==> src/rtl/comp_exp_pipe.sv <==
// Two-stage exponent compare / mantissa alignment for the FP adder.
// S1 picks the larger-magnitude operand and forms dexp; S2 right-shifts the min mantissa with sticky.
module comp_exp_pipe #(
    parameter int unsigned EXP_W = 8,
    parameter int unsigned MAN_W = 28,
    localparam int unsigned OP_W = 1 + EXP_W + MAN_W
) (
    input  logic             clk,
    input  logic             rst,
    input  logic             in_valid,
    output logic             in_ready,
    input  logic [OP_W-1:0]  na,
    input  logic [OP_W-1:0]  nb,
    output logic             out_valid,
    input  logic             out_ready,
    output logic             comp,
    output logic             s_max,
    output logic             s_min,
    output logic             eff_sub,
    output logic [EXP_W-1:0] emax,
    output logic [MAN_W-1:0] mmax,
    output logic [MAN_W-1:0] malign,
    output logic [EXP_W-1:0] dexp,
    output logic             shift_sat,
    output logic             sticky
);

    localparam int unsigned CW = (EXP_W > 32) ? EXP_W : 32;

    logic             sign_a, sign_b;
    logic [EXP_W-1:0] exp_a, exp_b;
    logic [MAN_W-1:0] man_a, man_b;

    assign sign_a = na[OP_W-1];
    assign sign_b = nb[OP_W-1];
    assign exp_a  = na[MAN_W +: EXP_W];
    assign exp_b  = nb[MAN_W +: EXP_W];
    assign man_a  = na[MAN_W-1:0];
    assign man_b  = nb[MAN_W-1:0];

    // Handshake
    logic v1, v2, s1_en, s2_en;

    assign s2_en    = !v2 || out_ready;
    assign s1_en    = !v1 || s2_en;
    assign in_ready = s1_en;

    // Stage 1: compare, swap, exponent difference
    logic             c_comp;
    logic             c_smax, c_smin;
    logic [EXP_W-1:0] c_emax, c_emin;
    logic [MAN_W-1:0] c_mmax, c_mmin;

    always_comb begin
        c_comp = (exp_a > exp_b) || ((exp_a == exp_b) && (man_a >= man_b));
        if (c_comp) begin
            c_smax = sign_a;
            c_smin = sign_b;
            c_emax = exp_a;
            c_emin = exp_b;
            c_mmax = man_a;
            c_mmin = man_b;
        end else begin
            c_smax = sign_b;
            c_smin = sign_a;
            c_emax = exp_b;
            c_emin = exp_a;
            c_mmax = man_b;
            c_mmin = man_a;
        end
    end

    logic             s1_comp, s1_smax, s1_smin;
    logic [EXP_W-1:0] s1_emax, s1_dexp;
    logic [MAN_W-1:0] s1_mmax, s1_mmin;

    always_ff @(posedge clk) begin
        if (rst) begin
            v1      <= 1'b0;
            s1_comp <= 1'b0;
            s1_smax <= 1'b0;
            s1_smin <= 1'b0;
            s1_emax <= '0;
            s1_dexp <= '0;
            s1_mmax <= '0;
            s1_mmin <= '0;
        end else if (s1_en) begin
            v1      <= in_valid;
            s1_comp <= c_comp;
            s1_smax <= c_smax;
            s1_smin <= c_smin;
            s1_emax <= c_emax;
            s1_dexp <= c_emax - c_emin;
            s1_mmax <= c_mmax;
            s1_mmin <= c_mmin;
        end
    end

    // Stage 2 combinational align; shifting by >= MAN_W naturally yields zero and a full mask
    logic [CW-1:0]    dexp_wide;
    logic             c_sat;
    logic [MAN_W-1:0] c_shifted, c_lost;
    logic             c_sticky;

    always_comb begin
        dexp_wide = CW'(s1_dexp);
        c_sat     = dexp_wide >= CW'(MAN_W);
        c_shifted = s1_mmin >> s1_dexp;
        c_lost    = s1_mmin & ~({MAN_W{1'b1}} << s1_dexp);
        c_sticky  = |c_lost;
        if (c_sat) begin
            c_shifted = '0;
            c_sticky  = |s1_mmin;
        end
    end

    logic             s2_comp, s2_smax, s2_smin, s2_sat, s2_sticky;
    logic [EXP_W-1:0] s2_emax, s2_dexp;
    logic [MAN_W-1:0] s2_mmax, s2_malign;

    always_ff @(posedge clk) begin
        if (rst) begin
            v2        <= 1'b0;
            s2_comp   <= 1'b0;
            s2_smax   <= 1'b0;
            s2_smin   <= 1'b0;
            s2_sat    <= 1'b0;
            s2_sticky <= 1'b0;
            s2_emax   <= '0;
            s2_dexp   <= '0;
            s2_mmax   <= '0;
            s2_malign <= '0;
        end else if (s2_en) begin
            v2        <= v1;
            s2_comp   <= s1_comp;
            s2_smax   <= s1_smax;
            s2_smin   <= s1_smin;
            s2_sat    <= c_sat;
            s2_sticky <= c_sticky;
            s2_emax   <= s1_emax;
            s2_dexp   <= s1_dexp;
            s2_mmax   <= s1_mmax;
            s2_malign <= {c_shifted[MAN_W-1:1], c_shifted[0] | c_sticky};
        end
    end

    assign out_valid = v2;
    assign comp      = s2_comp;
    assign s_max     = s2_smax;
    assign s_min     = s2_smin;
    assign eff_sub   = s2_smax ^ s2_smin;
    assign emax      = s2_emax;
    assign mmax      = s2_mmax;
    assign malign    = s2_malign;
    assign dexp      = s2_dexp;
    assign shift_sat = s2_sat;
    assign sticky    = s2_sticky;

endmodule

==> config.mk <==
export PLATFORM = sky130hd
export DESIGN_NAME = comp_exp_pipe
export DESIGN_NICKNAME = d
export VERILOG_FILES = /design/src/rtl/comp_exp_pipe.sv
export SDC_FILE = /design/constraint.sdc
export NUM_CORES = 1
export LEC_CHECK = 0
export BUFFER_PORTS_ARGS = -buffer_cell sky130_fd_sc_hd__buf_2
export CAP_MARGIN = 20
export CORE_MARGIN = 1.5
export CORE_UTILIZATION = 30
export DETAILED_ROUTE_END_ITERATION = 16
export GPL_TIMING_DRIVEN = 1
export PLACE_DENSITY = 0.45
export SETUP_SLACK_MARGIN = 0.3
export SYNTH_ARGS = -nofsm -noshare
export SYNTH_HDL_FRONTEND = slang
export SYNTH_SLANG_ARGS = --single-unit
export TNS_END_PERCENT = 100
==> constraint.sdc <==
create_clock -name clk -period 7.37 [get_ports clk]
set_input_delay 0 -clock clk [delete_from_list [all_inputs] [get_ports clk]]
set_output_delay 0 -clock clk [all_outputs]
set_load 0.005 [all_outputs]
==> impl_metrics.toml <==
[run_status]
run_status = "finished with violations"
violations = "hold timing"

[detailed_routing]
detail_route.first_pass.iterations = 5
postRouteAntennaNets = 0
drtIter0Drc = 486
num_vias = 8580
drc = 0
vias_per_cell = 4.962
post_drt_wl_per_cell_um = 16.23
wirelength_mm = 28.07

[clocking]
cts_tree = "done"
cts_resized = 0
clock-sinks = 154
clkLatencyLatePin_ps = 430
cts_max_level = 4
ctsHoldBuffers = 94
postCtsSetupBuffers = 0
cts_buffers = 17
clock-root-buffer = "clkbuf_16"
clock_path_buffers = 2
clk_pin_slew_ps = 60

[final_layout]
multi_input_area_um2 = 5070
ff_latch_area_um2 = 3084
diodes = 0
fin_util_pct = 39.29
fin_area_um2 = 11250
syn_to_final_growth_pct = 29.44
filler_cell_count = 3027
fin_nets = 1446
drive_above_1_share_pct = 16.73

[floorplanning]
die_h_um = 173.2
core_area_um2 = 28630
die_w_um = 173.2
io_pins = 158
dieArea_um2 = 29990
fp-row-count = 62
start_util_pct = 30.35

[setup_path]
critical_path_class = "input pin to flop"
reg2reg_slack_ps = 4770
cp_data_required_time_ps = 7700
start_kind = "input pin"
cp_max_fo = 87
cp.arrival_ps = 4580
cp-end-kind = "flop"

[global_route]
antenna_found_initial = 0
grt-ovfl-total = 0
grt_pass1_vias = 8441
track_usage_pct = 18.78
grt_pass1_wl_mm = 45.46
grt_max_degree = 105

[power_and_ir_drop]
p_leak_nw = 5.003
finalPower_mw = 2.540
intPower_mw = 1.711
swShare_pct = 32.62
clkPwrFrac_pct = 35.6
p_comb_share_pct = 26.0
pwr-share-seq_pct = 38.4
switching_power_mw = 0.8286
max-vdd-ir-drop_uv = 144.8
pwr_density_cell_nw_per_um2 = 225.9

[synthesis]
ys_seq_area_share_pct = 35.48
synth-seq-cells = 154
synthesis.nets = 1253
synth.avg_cell_area_um2 = 7.628
ys_types = 56
synth_area_leaders = "dfxtp_1 35%, mux2i_1 7.6%, nand2_1 7.3%"
syn_inst = 1139
async_reset_ff_share_pct = 0
synth-edff-count = 0
yosys.area.top_type = "dfxtp_1"
yosysWarnings = 0
syn_area_um2 = 8688
netlist.area_leader.share_pct = 35.48
ys.flop_type = "dfxtp_1"

[flow_run]
maxCapViolations = 0

[timing]
timing.final.crit_period_ps = 4251
fin_crit_sh_pct = 57.68
hold_slack_ps = -5.633
timing.fmax_ghz = 0.2352
slew_headroom_pct = 29.41
setup_tns_ps = 0
finalHoldViolations = 1
rsz0062_at_grt = "no"
setup_viol = 0
tightest_slew_ps = 1059
slew_violations = 0
skew_ps = 16.68

[placed_design]
dp_hpwl_mm = 19.02
place_area_um2 = 9692
gp_congestion = 0.8472
io_buffer_count = 157

[hold_path]
hp-class = "input pin to flop"
[per-stage QoR]
stage                     worst slack [ps]  cells
final                                 3119   1729
after detailed placement              3644   1601
after floorplan                       4683   1139
after global placement                3667   1601
after global routing                  2832   1729
after CTS                             3069   1727
[cells by family (layout without fill, tap and decap cells)]
family / count (synthesis) / after routing / share of synthesized area, %
flip-flops: 154 / 154 / 35.48
multiplexers: 76 / 76 / 9.289
buffers and inverters: 139 / 345 / 6.279
adder cells (fa/ha/maj): 39 / 39 / 5.530
AO/OA/AOI/OAI: 314 / 314 / 23.04
XOR/XNOR: 5 / 5 / 0.5041
AND/OR/NAND/NOR: 412 / 412 / 19.87
[synth_stat cells (all sizes together), types with 3 or more instances]
master	n
clkbuf	73
nand3b	3
nor3	12
a31oi	7
nor3b	3
nand3	10
o31ai	3
mux4	3
buf	17
a211o	5
a21oi	119
and2	6
o211ai	5
nand4	9
nor4	12
a22oi	24
dfxtp	154
and3	5
nand2	170
maj3	3
inv	48
nor2	164
or3	3
o22ai	13
nor2b	5
mux2i	66
ha	36
xnor2	3
nand2b	6
o21ai	41
a222oi	4
a211oi	76
mux2	7
[path summary, 6_finish.rpt]
path / endpoint / from / depth (start not counted)
hold / removal: s1_mmin[17] / na[17] / 3
setup reg to reg: sticky / s1_dexp[3] / 9
setup / recovery: s1_mmax[15] / na[0] / 13
hold reg to reg: mmax[15] / mmax[15] / 2
[placed cells by master (no fill, tap or decap), types with 4 or more instances in the layout]
cell type and n:
a211o_1 5, a211oi_1 75, a21oi_1 119, a222oi_1 4
a22oi_1 24, a31oi_1 7, and2_1 6, and3_1 5
buf_2 156, buf_4 13, clkbuf_16 17, dfxtp_1 153
dlygate4sd3_1 95, ha_1 36, inv_1 47, mux2_2 7
mux2i_1 66, nand2_1 170, nand2b_1 5, nand3_1 10
nand4_1 9, nor2_1 164, nor2b_1 4, nor3_1 12
nor4_1 12, o211ai_1 5, o21ai_0 39, o22ai_1 13
[cell type report]
| class | count | share of cell area, % |
|---|---|---|
| repair buffers | 264 | 16.27 |
| clock buffers | 20 | 4.061 |
| well taps | 384 | 4.272 |
| flip-flops and latches | 154 | 27.43 |
| inverters | 49 | 1.658 |
| clock inverters | 12 | 1.235 |
| multi-input cells | 846 | 45.08 |
[layer usage]
metal | vias to the layer above | global-route usage (%) | routed length [um]
li1 | 4413 | - | -
met1 | 4007 | 25.11 | 13680
met2 | 148 | 31.80 | 13250
met3 | 12 | 2.858 | 903
met4 | 0 | 4.348 | 235
met5 | - | 0 | 0
[worst max-delay path, stage by stage]
cell           delay [ps]
dlygate4sd3_1         540
buf_2                 120
inv_1                  50
ha_1                  270
nand2b_1              140
a2111o_1              440
a211oi_2              220
o2111ai_2             220
o21ai_4               580
buf_4                 890
mux2i_1               180
dlygate4sd3_1         610
a211oi_1              230
[state kept, by name, summed over array words and instances, names as in the netlist]
signal	count
comp	1
dexp	8
emax	8
malign	28
mmax	28
out_valid	1
s1_comp	1
s1_dexp	8
s1_emax	8
s1_mmax	28
s1_mmin	28
s1_smax	1
s1_smin	1
s_max	1
s_min	1
shift_sat	1
sticky	1
v1	1
[power groups by stage]
stage	sequential, mW	combinational (mW)	clock [mW]
2_1_floorplan	0.964	0.430	0
4_1_cts	0.974	0.661	0.929
5_1_grt	0.985	0.737	0.967
3_5_place_dp	0.993	0.604	0
6_report	0.974	0.661	0.904
3_3_place_gp	0.993	0.604	0
Power figures use the tool's default switching activity.
